### config.mk
export PLATFORM = sky130hd
export DESIGN_NAME = sar_adc_ctrl
export DESIGN_NICKNAME = d
export VERILOG_FILES = /design/src/rtl/sar_pkg.sv /design/src/rtl/sar_cmp_sync.sv /design/src/rtl/sar_adc_ctrl.sv
export SDC_FILE = /design/constraint.sdc
export NUM_CORES = 1
export LEC_CHECK = 0
export ABC_CLOCK_PERIOD_IN_PS = 4650
export BUFFER_PORTS_ARGS = -buffer_cell sky130_fd_sc_hd__buf_4
export CELL_PAD_IN_SITES_DETAIL_PLACEMENT = 0
export CELL_PAD_IN_SITES_GLOBAL_PLACEMENT = 1
export CORE_MARGIN = 2
export CORE_UTILIZATION = 40
export DETAILED_ROUTE_END_ITERATION = 16
export GPL_TIMING_DRIVEN = 0
export PLACE_DENSITY = 0.85
export SYNTH_ARGS = -nofsm -noshare
export SYNTH_HDL_FRONTEND = slang
export SYNTH_SLANG_ARGS = --single-unit
### constraint.sdc
create_clock -name clk -period 4.65 [get_ports clk]
set_input_delay 0.93 -clock clk [delete_from_list [all_inputs] [get_ports clk]]
set_output_delay 0.93 -clock clk [all_outputs]
set_load 0.005 [all_outputs]
### src/rtl/sar_pkg.sv
// Shared types and helpers for the SAR ADC controller.
// State encoding plus bit-period and counter-width math.
package sar_pkg;

  typedef enum logic [1:0] {
    IDLE,
    SAMPLE,
    CONVERT,
    DONE
  } state_e;

  // Cycles spent on one bit: trial drive, settling, synchronizer.
  function automatic int t_bit(input int settle, input int sync);
    return 1 + settle + sync;
  endfunction

  function automatic int clog2(input int v);
    int r;
    r = 0;
    for (int i = 0; i < 31; i++) begin
      if ((1 << i) < v) r = i + 1;
    end
    return r;
  endfunction

  function automatic int max2(input int a, input int b);
    return (a > b) ? a : b;
  endfunction

endpackage

### src/rtl/sar_cmp_sync.sv
// Multi-flop synchronizer for the asynchronous comparator output.
// Clears to 0 on reset so the first decision is never X.
module sar_cmp_sync #(
  parameter int STAGES = 2
) (
  input  logic clk,
  input  logic rst_n,
  input  logic d_i,
  output logic q_o
);

  logic [STAGES-1:0] ff_q;

  // Shift the comparator level through the flop chain.
  always_ff @(posedge clk or negedge rst_n) begin
    if (!rst_n) ff_q <= '0;
    else        ff_q <= {ff_q[STAGES-2:0], d_i};
  end

  assign q_o = ff_q[STAGES-1];

endmodule

### src/rtl/sar_adc_ctrl.sv
// Successive-approximation controller: sample, resolve MSB first,
// then present the word with a one-cycle done strobe.
module sar_adc_ctrl
  import sar_pkg::*;
#(
  parameter int WIDTH         = 10,
  parameter int SAMPLE_CYCLES = 4,
  parameter int SETTLE_CYCLES = 1,
  parameter int SYNC_STAGES   = 2
) (
  input  logic             clk,
  input  logic             rst_n,
  input  logic             start,
  input  logic             abort,
  input  logic             cmp_in,
  output logic             sample,
  output logic [WIDTH-1:0] dac_code,
  output logic             busy,
  output logic             done,
  output logic [WIDTH-1:0] data
);

  localparam int TBIT  = t_bit(SETTLE_CYCLES, SYNC_STAGES);
  localparam int CNT_W =
    max2(1, clog2(max2(SAMPLE_CYCLES, TBIT)));
  localparam int IDX_W = max2(1, clog2(WIDTH));

  localparam logic [CNT_W-1:0] SAMP_LD = CNT_W'(SAMPLE_CYCLES - 1);
  localparam logic [CNT_W-1:0] BIT_LD  = CNT_W'(TBIT - 1);
  localparam logic [CNT_W-1:0] CNT_ONE = CNT_W'(1);
  localparam logic [IDX_W-1:0] IDX_MSB = IDX_W'(WIDTH - 1);
  localparam logic [IDX_W-1:0] IDX_ONE = IDX_W'(1);
  localparam logic [WIDTH-1:0] ONE     = WIDTH'(1);

  state_e           state_q;
  logic [CNT_W-1:0] cnt_q;
  logic [IDX_W-1:0] idx_q;
  logic             sample_q;
  logic             busy_q;
  logic             done_q;
  logic [WIDTH-1:0] code_q;
  logic [WIDTH-1:0] data_q;

  logic             cmp_s;
  logic [WIDTH-1:0] mask;
  logic [WIDTH-1:0] res_d;
  logic [WIDTH-1:0] trial_d;

  sar_cmp_sync #(
    .STAGES(SYNC_STAGES)
  ) u_sync (
    .clk  (clk),
    .rst_n(rst_n),
    .d_i  (cmp_in),
    .q_o  (cmp_s)
  );

  // Resolve the current bit and form the next trial code.
  always_comb begin
    mask    = ONE << idx_q;
    res_d   = cmp_s ? code_q : (code_q & ~mask);
    trial_d = res_d | (mask >> 1);
  end

  // Conversion FSM with registered outputs.
  always_ff @(posedge clk or negedge rst_n) begin
    if (!rst_n) begin
      state_q  <= IDLE;
      cnt_q    <= '0;
      idx_q    <= '0;
      sample_q <= 1'b0;
      busy_q   <= 1'b0;
      done_q   <= 1'b0;
      code_q   <= '0;
      data_q   <= '0;
    end else begin
      done_q <= 1'b0;
      unique case (state_q)
        IDLE, DONE: begin
          if (start) begin
            state_q  <= SAMPLE;
            cnt_q    <= SAMP_LD;
            sample_q <= 1'b1;
            busy_q   <= 1'b1;
            code_q   <= '0;
          end else begin
            state_q <= IDLE;
          end
        end
        SAMPLE: begin
          if (abort) begin
            state_q  <= IDLE;
            sample_q <= 1'b0;
            busy_q   <= 1'b0;
            code_q   <= '0;
          end else if (cnt_q == '0) begin
            state_q  <= CONVERT;
            sample_q <= 1'b0;
            cnt_q    <= BIT_LD;
            idx_q    <= IDX_MSB;
            code_q   <= ONE << IDX_MSB;
          end else begin
            cnt_q <= cnt_q - CNT_ONE;
          end
        end
        CONVERT: begin
          if (abort) begin
            state_q <= IDLE;
            busy_q  <= 1'b0;
            code_q  <= '0;
          end else if (cnt_q != '0) begin
            cnt_q <= cnt_q - CNT_ONE;
          end else if (idx_q == '0) begin
            state_q <= DONE;
            busy_q  <= 1'b0;
            done_q  <= 1'b1;
            data_q  <= res_d;
            code_q  <= '0;
          end else begin
            code_q <= trial_d;
            idx_q  <= idx_q - IDX_ONE;
            cnt_q  <= BIT_LD;
          end
        end
        default: state_q <= IDLE;
      endcase
    end
  end

  assign sample   = sample_q;
  assign dac_code = code_q;
  assign busy     = busy_q;
  assign done     = done_q;
  assign data     = data_q;

endmodule

After elaboration in Yosys (flattened, before gate mapping)
Index checks and enable logic that the tools add are counted.
{"block": "op_classes", "bitwise": 5, "multipliers": 0, "n_eq_ne": 14, "mux": 41, "div_mod_pow": 0, "n_shift": 1, "reduce_logical": 14, "order_cmp": 0, "n_addsub": 2}
{"cell": "10-bit 2-to-1 mux", "n": 7}
{"cell": "10-bit case mux with 3 select lines", "n": 1}
{"cell": "2-bit 2-to-1 mux", "n": 11}
{"cell": "4-bit 2-to-1 mux", "n": 5}
{"cell": "2-bit != test, second input constant", "n": 7}
{"cell": "1-bit 2-to-1 mux", "n": 12}
{"cell": "3-bit != test, second input constant", "n": 4}
{"cell": "2-bit case mux with 3 select lines", "n": 2}
{"cell": "4-bit AND reduction", "n": 3}
{"cell": "10-bit bitwise AND", "n": 1}
{"cell": "10-bit NOT", "n": 1}
{"cell": "10-bit by 9-bit OR with 10-bit output", "n": 1}
{"cell": "1-bit by 4-bit left shift with 10-bit output, first input constant", "n": 1}
{"cell": "3-bit AND reduction", "n": 3}
{"cell": "4-bit case mux with 2 select lines", "n": 1}
{"cell": "6-bit AND reduction", "n": 1}
{"cell": "2-bit nonzero test", "n": 3}
{"cell": "2-bit equality test, second input constant", "n": 2}
{"cell": "2-bit logical NOT", "n": 2}
{"cell": "4-bit logical NOT", "n": 1}
{"cell": "4-bit by 1-bit subtractor with 4-bit output, second input constant", "n": 1}
{"cell": "1-bit case mux with 3 select lines", "n": 1}
{"cell": "2-bit by 1-bit equality test with 1-bit output, second input constant", "n": 1}
{"cell": "1-bit NOT", "n": 2}
{"cell": "other kinds (3)", "n": 3}
{"block": "totals", "latchBits": 0, "mem_bits_ro": 0, "register_bits": 33, "n_memories": 0, "ram_bits": 0}

Depth between registers and ports, before layout
Gate-level depths: netlist (run 1).
{"block": "depth", "ltp_word": 9, "depth_mapped": 8, "mapped_depth_nobuf": 6}

Cells and area by module
From an unflattened synthesis (run 1), not the netlist that was laid out.
{"block": "hier_totals", "hier_cells": 177, "hier_area_um2": 1766.7}
{"mod": "sar_adc_ctrl", "area_per_inst_um2": 1716.6, "cells_each": 175, "seq_area_each_um2": 775.7, "instances": 1}
{"mod": "sar_cmp_sync", "area_per_inst_um2": 50.0, "cells_each": 2, "seq_area_each_um2": 50.0, "instances": 1}

Least setup slack after synthesis (run 1)
OpenSTA, ideal clock, no wires.
{"block": "synth_path", "path_type": "register -> register", "startpoint": "reg idx_q[0]", "endpoint": "reg code_q[5], in the netlist dac_code[5]", "required_time_ns": 4.524, "stages_incl_launch_ff": 8, "slack_ns": 2.847, "arrival_time_ns": 1.677, "setup_ns": 0.126, "period_less_slack_ns": 1.803, "cell_sequence": "dfrtp_1 -> inv_1 -> ha_1 -> nor3b_4 -> nand3b_1 -> buf_6 -> nor2_1 -> a221o_1"}
{"block": "synth_between", "elab_chain_len": 9, "elab_cells_between_ends": 10, "classes_between": "shift (1); mux (5); bitwise (3); reduce/logical (1)"}
{"element": "start, declared", "line_no": "sar_adc_ctrl.sv:37", "source": "logic [IDX_W-1:0] idx_q;"}
{"element": "start signal, assigned", "line_no": "sar_adc_ctrl.sv:121", "source": "idx_q <= idx_q - IDX_ONE;"}
{"element": "1-bit by 4-bit left shift with 10-bit output", "line_no": "sar_adc_ctrl.sv:60", "source": "mask = ONE << idx_q;"}
{"element": "10-bit NOT", "line_no": "sar_adc_ctrl.sv:61", "source": "res_d = cmp_s ? code_q : (code_q & ~mask);"}
{"element": "10-bit bitwise AND", "line_no": "sar_adc_ctrl.sv:61"}
{"element": "10-bit 2-to-1 mux", "line_no": "sar_adc_ctrl.sv:61"}
{"element": "10-bit by 9-bit OR with 10-bit output", "line_no": "sar_adc_ctrl.sv:62", "source": "trial_d = res_d | (mask >> 1);"}
{"element": "10-bit 2-to-1 mux *", "line_no": "sar_adc_ctrl.sv:113", "source": "end else if (idx_q == '0) begin"}
{"element": "10-bit 2-to-1 mux *", "line_no": "sar_adc_ctrl.sv:111", "source": "end else if (cnt_q != '0) begin"}
{"element": "10-bit 2-to-1 mux *", "line_no": "sar_adc_ctrl.sv:107", "source": "if (abort) begin"}
{"element": "10-bit case mux with 3 select lines *", "line_no": "sar_adc_ctrl.sv:78", "source": "unique case (state_q)"}
{"element": "end signal, assigned", "line_no": "sar_adc_ctrl.sv:101", "source": "code_q <= ONE << IDX_MSB;"}
{"element": "end signal, assigned", "line_no": "sar_adc_ctrl.sv:120", "source": "code_q <= trial_d;"}
{"element": "end, declared", "line_no": "sar_adc_ctrl.sv:41", "source": "logic [WIDTH-1:0] code_q;"}
Every way passes the cells marked *; elsewhere a longest branch is shown, timed or not. The select of a mux whose other input is x is not followed.
A chain may end at the register's enable or synchronous reset.

Worst setup path after layout (run 1)
Same ends and word-level chain as after synthesis.

==> run_results.csv, run 1 <==
group,metric,value,unit
status,status,"finished clean",
timing,slew_headroom,0.7167,
pwr,peakVddDrop,0.0002616,V
worst_setup_path,r2r_cells,7,
drt,wl,3.831,mm
yosys,netlist_top_cells_count,"dfrtp_1, o21ai_0, nand2_1",
floorplan,io_pins,28,
timing,rsz0062_at_grt,"false",
placed_design,portBuffers,27,
clock_tree,post_cts_resize_count,0,
clock_tree,clkTransAtPathRegs,0.07,ns
worst_setup_path,ff2ff_setup_slack,2.51,ns
clock_tree,root_buffer,"clkbuf_8",
clock_tree,ctsHoldBuffers,0,
placed_design,post-place-ws,2.515,ns
floorplan,die-area,4908,um2
yosys,synth_area,1745,um2
hold_path,min_from,"u_sync.ff_q[0]",
drt,vias,1440,
worst_setup_path,cp.required,4.83,ns
pwr,p_seq_frac,0.364,
global_route,grt_overflow,0,
yosys,synth_cells,181,
drt,first_pass_iters,4,
timing,setup_viol,0,
worst_setup_path,worstSetupPathType,"reg -> reg",
yosys,synth_seq_cells,33,
yosys,synthTopCellsByArea,"dfrtp_1, o21ai_0, ha_1",
timing,hold_viol,0,
timing,setup_ws,2.512,ns
floorplan,coreArea,4264,um2
placed_design,place_congestion,0.7592,
timing,fin_crit,2.138,ns
drt,antenna_left,0,
worst_setup_path,startpoint_type,"flip-flop",
pwr,p_int,0.6007,mW
pwr,p_sw_frac,0.3948,
yosys,ys_types,41,
drt,drt_first_iter_violations,83,
cells_and_area,instances_no_fill,268,
job,cap_violations,0,
cells_and_area,n_antenna_cell,0,
yosys,yosysSeqAreaShare,0.4731,
yosys,synth_top_cell_area_share,0.4731,
floorplan,die_width,70.06,um
timing,slew_violations,0,
floorplan,row_count,24,
cells_and_area,nFillCells,430,
clock_tree,cts_buffers,5,
global_route,grt_first_pass_wirelength,6.513,mm
clock_tree,cts_max_level,2,
worst_setup_path,path_max_fanout,10,
floorplan,die_y,70.06,um
timing,worstMarginPinSlew,0.4250,ns
placed_design,dp_cells,260,
global_route,antenna_found_initial,0,
clock_tree,cts_sinks,33,
timing,finClkSkew,0.005820,ns
timing,timing.hold.ws,0.3581,ns
placed_design,dp_hpwl,2.821,mm
hold_path,worst_hold_path.endpoint,"u_sync.ff_q[1]",
clock_tree,cts_buffer_depth,2,
global_route,grt_use_total,0.1673,
pwr,p_per_area,473.6,nW/um2
pwr,power.switching,0.3918,mW
yosys,syn_area_per_cell,9.643,um2
yosys,synth_edf_count,0,
drt,route.detailed.drc,0,
worst_setup_path,r2r_start,"idx_q[0]",
worst_setup_path,r2r-end,"dac_code[5]",
worst_setup_path,end_kind,"flip-flop",
timing,finalCritPeriodShare,0.4597,
yosys,syn_nets,194,
hold_path,whs_path_depth,0,
cells_and_area,syn_to_final_growth,20.07,%
drt,wl_per_cell,14.29,um
drt,viasPerCell,5.373,
clock_tree,insertion_delay,0.29,ns
cells_and_area,nNetsFinal,228,
yosys,yosysWarnings,0,
clock_tree,cts_tree,"yes",
pwr,p_leak,0.9779,nW
yosys,async_flop_share,1.000,
yosys,ys.flop_type,"dfrtp_1",
hold_path,hp-class,"reg -> reg",
timing,finalSetupTns,0,ns
timing,fmax,467.8,MHz
cells_and_area,layout-drive-gt1-share,0.2176,
pwr,pwr-share-clk,0.214,
pwr,p_comb_frac,0.422,
yosys,synthMostInstantiatedCell,"dfrtp_1",
global_route,grt_pass1_vias,1363,
floorplan,start_util,0.4093,
clock_tree,post-cts-setup-buffer-count,0,
global_route,grt_max_degree,34,
yosys,yosysTopAreaCell,"dfrtp_1",
worst_setup_path,arrival,2.32,ns
## worst max-delay path: stages (launching register included)
cell	delay, ns
dfrtp_1	0.44
inv_1	0.16
ha_1	0.32
nor3b_4	0.40
nand3b_1	0.21
buf_6	0.17
nor2_1	0.06
a221o_1	0.26
## registers in the layout, indices dropped and copies added, names as in the netlist
signal / count
u_sync.ff_q: 2
idx_q: 4
dac_code: 10
cnt_q: 2
data: 10
sample: 1
state_q: 2
busy: 1
done: 1
## per-stage QoR
step	total power [mW]	utilization	instance area, um2
floorplan	0.6699	-	1745
global placement	0.7765	0.4721	2013
detailed placement	0.7837	0.4721	2013
CTS	1.001	0.4915	2096
global route	1.069	0.4915	2096
finish	0.9925	0.4915	2096
## metal layers
| metal | vias up | wire length [um] | GRT usage |
|---|---|---|---|
| met5 | - | 0 | 0 |
| met4 | 0 | 83 | 0.07051 |
| met3 | 7 | 166 | 0.04618 |
| met2 | 35 | 1807 | 0.2646 |
| met1 | 690 | 1772 | 0.2157 |
| li1 | 708 | - | - |
## cells in the final DEF (no fill, tap or decap), types with 2 or more instances in the layout
master,instances
a21oi_1,5
a221o_1,3
a22o_1,3
a31oi_1,4
a32o_1,2
buf_2,3
buf_4,27
buf_6,3
clkbuf_1,5
clkbuf_8,5
clkinv_2,2
dfrtp_1,33
ha_1,8
inv_1,13
mux2i_1,2
nand2_1,15
nand2b_1,7
nand3_1,3
nand3b_1,2
nor2_1,14
nor2b_1,2
nor3_1,2
o21ai_0,30
o32a_1,2
o41ai_2,2
## kinds of logic after synthesis
kind of cell | Yosys count | share of synthesized area
mux | 2 | 0.01147
fa+ha+maj | 8 | 0.05735
buf+inv | 23 | 0.06451
simple gates | 52 | 0.1513
flops | 33 | 0.4731
compound gates | 63 | 0.2423
## worst max path at each step
stage                  start     endpoint  slack [ns]  depth (start not counted)
floorplan           idx_q[0]  dac_code[5]        2.85                          7
global placement    idx_q[0]  dac_code[6]        2.54                          7
detailed placement  idx_q[0]  dac_code[5]        2.51                          7
CTS                 idx_q[0]  dac_code[5]        2.50                          7
global route        idx_q[0]      data[8]        2.33                          7
finish              idx_q[0]  dac_code[5]        2.51                          7
## power by group through the flow
stage                     Sequential (mW)  Combinational (mW)  Clock (mW)
after floorplan                     0.360               0.310           0
after global placement              0.364               0.413           0
after detailed placement            0.366               0.418           0
after CTS                           0.361               0.419       0.221
after global routing                0.367               0.471       0.230
final                               0.361               0.419       0.213
## final cells by class
type | count | area, um2 | area share
Clock buffer | 6 | 72.57 | 0.03463
Timing Repair Buffer | 27 | 202.7 | 0.09672
Inverter | 13 | 48.80 | 0.02328
Sequential cell | 33 | 825.8 | 0.3940
Tap cell | 52 | 65.06 | 0.03104
Multi-Input combinational cell | 125 | 807.0 | 0.3851
Clock inverter | 2 | 10.01 | 0.004776
Buffer | 10 | 63.81 | 0.03045
Note: power is estimated with default switching activity, not from simulation.
==> run 2, diff against run 1 <==
- ABC_AREA: not set -> 1
- ABC_CLOCK_PERIOD_IN_PS: 4650 -> 2100
- PLACE_DENSITY: 0.85 -> 0.87
- clock period: 4.65 -> 2.1 ns (I/O delays scaled with it)
==> run 2 against run 1 <==
Against the previous run:
- final cell count rose by 15%
- non-clock buffer count fell by 4
- sequential share of layout area fell by 2.1 points
- fmax rose by 27%
- first-iteration DRC count fell by 11%
- power rose by 150%
- setup slack got worse by 2.1 ns
- cell area rose by 5.5%
- register-to-register slack got worse by 2.1 ns
- clock skew fell by 0.0011 ns
- count of clock-buffer cells in the layout rose by 1
- clock power rose by 130%
==> run_results.csv, run 2 <==
group,metric,value,unit
global_route,grt_first_pass_wirelength,6.541,mm
cells_and_area,fin_util,0.5009,
drt,drt_first_iter_violations,74,
worst_setup_path,worstSetupPathType,"reg -> reg",
yosys,ys.flop_type,"dfrtp_1",
worst_setup_path,startpoint_type,"flip-flop",
yosys,syn_nets,235,
worst_setup_path,cp.required,2.33,ns
timing,worstMarginPinSlew,0.5316,ns
status,status,"finished clean",
pwr,pwr-share-clk,0.198,
placed_design,placed_area,2125,um2
drt,antenna_left,0,
timing,setup_viol,0,
floorplan,die_width,72.13,um
floorplan,coreArea,4414,um2
job,cap_violations,0,
timing,rsz0062_at_grt,"false",
drt,first_pass_iters,4,
timing,finalSetupTns,0,ns
drt,wl,3.827,mm
pwr,peakVddDrop,0.0008019,V
floorplan,io_pins,28,
drt,route.detailed.drc,0,
pwr,p_sw_frac,0.4265,
worst_setup_path,end_kind,"flip-flop",
floorplan,die-area,5203,um2
clock_tree,post_cts_resize_count,0,
timing,setup_ws,0.4116,ns
placed_design,post-place-ws,0.3759,ns
yosys,syn_area_per_cell,8.364,um2
yosys,synth_seq_cells,33,
cells_and_area,syn_to_final_growth,19.07,%
worst_setup_path,critPathSlowestCell,"a21oi_2",
timing,finClkSkew,0.004770,ns
cells_and_area,layout-drive-gt1-share,0.2500,
timing,slew_headroom,0.6456,
pwr,p_comb_frac,0.474,
pwr,p_int,1.419,mW
floorplan,row_count,24,
clock_tree,insertion_delay,0.29,ns
yosys,yosysWarnings,0,
clock_tree,ctsHoldBuffers,0,
floorplan,die_y,72.13,um
timing,hold_viol,0,
timing,finalCritPeriodShare,0.8040,
worst_setup_path,max_stage_delay,0.45,ns
pwr,power.total,2.474,mW
yosys,ys_types,25,
yosys,synth_cells,222,
pwr,power.switching,1.055,mW
yosys,yosysSeqAreaShare,0.4447,
clock_tree,clkTransAtPathRegs,0.07,ns
clock_tree,cts_tree,"yes",
worst_setup_path,worstPathCellList,"inv_1 > ha_1 > buf_2 > a21oi_2 > nand3_2 > nand2_1 > nand2_1 > nand2_1",
worst_setup_path,crit_path_frequent_cell,"nand2_1",
yosys,netlist_top_cells_count,"nand2_1, dfrtp_1, nand3_1",
placed_design,place_congestion,0.7767,
cells_and_area,stdcell_area,2211,um2
cells_and_area,nNetsFinal,269,
drt,vias,1535,
clock_tree,cts_sinks,33,
yosys,synthMostInstantiatedCell,"nand2_1",
worst_setup_path,arrival,1.92,ns
clock_tree,post-cts-setup-buffer-count,0,
pwr,p_per_area,1119,nW/um2
global_route,antenna_found_initial,0,
timing,fin_crit,1.688,ns
clock_tree,cts_max_level,2,
floorplan,start_util,0.4206,
cells_and_area,layout_common_cells,"nand2_1, dfrtp_1, buf_4",
pwr,p_leak,1.173,nW
pwr,p_seq_frac,0.328,
worst_setup_path,path_max_fanout,10,
drt,viasPerCell,4.984,
worst_setup_path,ff2ff_setup_slack,0.41,ns
global_route,grt_overflow,0,
yosys,async_flop_share,1.000,
yosys,yosysTopAreaCell,"dfrtp_1",
yosys,synth_area,1857,um2
cells_and_area,final_common_cell,"nand2_1",
global_route,grt_use_total,0.1626,
placed_design,dp_hpwl,2.821,mm
clock_tree,cts_buffers,5,
yosys,synth_top_cell_area_share,0.4447,
global_route,grt_max_degree,34,
yosys,synth_edf_count,0,
cells_and_area,n_antenna_cell,0,
timing,slew_violations,0,
global_route,grt_pass1_vias,1468,
timing,fmax,592.3,MHz
placed_design,portBuffers,27,
hold_path,hp-class,"in -> async",
drt,wl_per_cell,12.43,um
yosys,synthTopCellsByArea,"dfrtp_1, nand2_1, nand3_1",
clock_tree,root_buffer,"clkbuf_8",
clock_tree,cts_buffer_depth,2,
-- run 2: changes by cell type after synthesis, moves of 5 or more --
cell      change
inv_1         +5
o21ai_0      -22
nand2b_1      -7
nand4_1       +7
nand3_1      +18
o21ai_2      +10
a21oi_1       -5
nand2_1      +70
nor2_1        -7
-- run 2: cells by family after synthesis --
logic type,Yosys count,synth area share
AND/OR/NAND/NOR,132,0.3417
flip-flops,33,0.4447
buffers and inverters,27,0.07344
AO/OA/AOI/OAI,22,0.08626
adder cells (fa/ha/maj),8,0.05391
-- run 2: power groups by stage --
stage	sequential [mW]	clock, mW	combinational [mW]
6_report	0.811	0.489	1.17
5_1_grt	0.822	0.529	1.32
4_1_cts	0.812	0.502	1.18
3_5_place_dp	0.824	0	1.18
3_3_place_gp	0.822	0	1.15
2_1_floorplan	0.818	0	0.893
-- run 2: critical path, delay by kind of cell, from the launching register on --
kind | cells | cell delay [ns]
flops | 1 | 0.37
compound gates | 1 | 0.45
fa+ha+maj | 1 | 0.21
simple gates | 4 | 0.29
buf+inv | 2 | 0.31
-- run 2: cell type report --
type | instances | area, um2
Buffer | 6 | 57.56
Clock buffer | 7 | 86.33
Fill cell | 433 | 2203
Inverter | 21 | 78.83
Multi-Input combinational cell | 162 | 894.6
Sequential cell | 33 | 825.8
Tap cell | 52 | 65.06
Timing Repair Buffer | 27 | 202.7
-- run 2: path summary, 6_finish.rpt --
check | from | cells past startpoint | to
worst min register to register | u_sync.ff_q[0] | 0 | u_sync.ff_q[1]
min in group clk | cmp_in | 1 | u_sync.ff_q[0]
worst min-delay path | rst_n | 1 | dac_code[2]
worst max-delay path | idx_q[0] | 8 | dac_code[9]
max in group asynchronous | rst_n | 1 | dac_code[8]
worst max register to register | idx_q[0] | 8 | dac_code[9]
-- run 2: metrics by stage --
| stage | hold slack [ns] | std cells |
|---|---|---|
| 6_report | 0.07026 | 308 |
| 5_1_grt | 0.1033 | 308 |
| 4_1_cts | 0.08630 | 308 |
| 3_5_place_dp | 0.3347 | 301 |
| 3_3_place_gp | 0.3340 | 301 |
| 2_1_floorplan | 0.1244 | 222 |
-- run 2: metal layers --
layer  vias to the layer above  track usage  wire, um
met4                         0      0.05031        40
met3                         6      0.04722       168
met5                         -            0         0
met1                       714       0.1995      1703
met2                        31       0.2762      1913
li1                        784            -         -
==> run 3, diff against run 2 <==
- ABC_CLOCK_PERIOD_IN_PS: 2100 -> 1650
- clock period: 2.1 -> 1.65 ns (I/O delays scaled with it)
==> run 3 against run 2 <==
Against the previous run:
- clock skew is essentially flat
- wire length grew 2.3%
- register-to-register slack lost 0.32 ns
- first-iteration DRC count shrank 5.4%
- count of clock-buffer cells in the layout is the same
- sequential cell count is the same
==> run_results.csv, run 3 (same netlist as run 2, synthesis figures left out) <==
group,metric,value,unit
clock_tree,cts_buffers,5,
global_route,grt_max_degree,34,
drt,viasPerCell,4.936,
timing,fin_crit,1.559,ns
job,cap_violations,0,
floorplan,die_y,72.13,um
floorplan,row_count,24,
worst_setup_path,cpLargestDelayFamily,"simple AND/OR/NAND/NOR gates",
clock_tree,insertion_delay,0.29,ns
pwr,p_leak,1.200,nW
drt,route.detailed.drc,0,
hold_path,hp-class,"in -> reg",
timing,slew_headroom,0.7212,
worst_setup_path,end_kind,"flip-flop",
pwr,peakVddDrop,0.001026,V
cells_and_area,regArea,825.8,um2
floorplan,die-area,5203,um2
drt,drt_first_iter_violations,70,
worst_setup_path,path_max_fanout,7,
floorplan,io_pins,28,
global_route,grt_pass1_vias,1481,
global_route,antenna_found_initial,0,
clock_tree,clkTransAtPathRegs,0.07,ns
worst_setup_path,max_stage_delay,0.39,ns
cells_and_area,multiInputGateArea,928.4,um2
timing,fmax,641.5,MHz
worst_setup_path,arrival,1.79,ns
timing,setup_viol,0,
pwr,p_per_area,1473,nW/um2
drt,antenna_left,0,
timing,worstMarginPinSlew,0.4182,ns
timing,finClkSkew,0.005189,ns
timing,setup_ws,0.09122,ns
floorplan,die_width,72.13,um
worst_setup_path,critPathSlowestCell,"dfrtp_1",
timing,finalSetupTns,0,ns
worst_setup_path,worstPathCellList,"inv_1 > ha_2 > nand2_2 > nand3_4 > nor2_4 > nand3_1 > nand2_1",
worst_setup_path,worstSetupPathType,"reg -> reg",
worst_setup_path,ff2ff_setup_slack,0.09,ns
global_route,grt_overflow,0,
cells_and_area,syn_to_final_growth,23.58,%
timing,hold_viol,0,
timing,timing.hold.ws,0.1504,ns
placed_design,dp_hpwl,2.821,mm
placed_design,place_congestion,0.7767,
cells_and_area,nFillCells,431,
placed_design,portBuffers,27,
floorplan,coreArea,4414,um2
drt,wl_per_cell,12.46,um
timing,slew_violations,0,
placed_design,post-place-ws,-0.07413,ns
worst_setup_path,startpoint_type,"flip-flop",
drt,wl,3.914,mm
clock_tree,cts_tree,"yes",
cells_and_area,layout-drive-gt1-share,0.2824,
status,status,"finished clean",
cells_and_area,n_antenna_cell,0,
global_route,grt_use_total,0.1629,
worst_setup_path,worst-path-buf-inv,1,
cells_and_area,layout_common_cells,"nand2_1, dfrtp_1, buf_4",
drt,vias,1550,
drt,first_pass_iters,4,
floorplan,start_util,0.4206,
cells_and_area,final_common_cell,"nand2_1",
cells_and_area,nNetsFinal,275,
timing,finalCritPeriodShare,0.9447,
clock_tree,root_buffer,"clkbuf_8",
clock_tree,cts_sinks,33,
clock_tree,cts_max_level,2,
global_route,grt_first_pass_wirelength,6.561,mm
clock_tree,cts_buffer_depth,2,
worst_setup_path,cp.required,1.88,ns
[run 3: changes by cell type in the layout (fill, tap and decap cells not counted), moves of 2 or more]
cell   before  now
buf_4      28   31
buf_6       4    6
ha_1        8    6
ha_2        0    2
inv_1      18   16
inv_2       2    4
[run 3: metrics by stage]
step,utilization,cell area (um2),power (mW),std cells
detailed placement,0.4813,2125,2.552,301
CTS,0.5060,2233,3.216,309
global placement,0.4813,2125,2.515,301
floorplan,-,1857,2.177,222
global route,0.5198,2295,3.640,314
finish,0.5198,2295,3.379,314
[run 3: layout make-up]
class,instances,share of cell area
Clock buffer,7,0.03762
Timing Repair Buffer,32,0.1058
Buffer,6,0.02944
Inverter,21,0.03435
Sequential cell,33,0.3599
Multi-Input combinational cell,163,0.4046
Tap cell,52,0.02835
[run 3: routing by layer]
layer | GRT usage | wire length (um) | share of wire | vias up
li1 | - | - | - | 796
met1 | 0.1995 | 1759 | 0.45 | 714
met2 | 0.2773 | 1905 | 0.49 | 34
met3 | 0.04722 | 209 | 0.053 | 6
met4 | 0.05031 | 39 | 0.010 | 0
met5 | 0 | 0 | 0 | -
[run 3: timing repair]
action / CTS / global route
gates cloned: 0 / 1
gates resized for setup: 4 / 7
pin swaps: 0 / 1
hold endpoints to repair: 24 / 0
setup buffers: 0 / 4
endpoints found under the setup margin: 21 / 27
hold buffers: 1 / 0
[run 3: worst reg2reg max path: stages, from the launching register on]
cell     delay (ns)
dfrtp_1        0.39
inv_1          0.07
ha_2           0.34
nand2_2        0.18
nand3_4        0.13
nor2_4         0.22
nand3_1        0.10
nand2_1        0.07
[run 3: final timing paths]
check | from | to | cells after the start
max | state_q[0] | dac_code[2] | 7
min | cmp_in | u_sync.ff_q[0] | 1
max in group asynchronous | rst_n | dac_code[8] | 2
min reg2reg | u_sync.ff_q[0] | u_sync.ff_q[1] | 0
max reg2reg | state_q[0] | dac_code[2] | 7
min in group asynchronous | rst_n | dac_code[2] | 2
[run 3: report_power, final]
part | internal [mW] | leakage, nW | switching [mW] | total, mW
Clock | 0.331 | 0.0443 | 0.291 | 0.622
Sequential | 0.945 | 0.439 | 0.0913 | 1.04
Combinational | 0.664 | 0.717 | 1.06 | 1.72
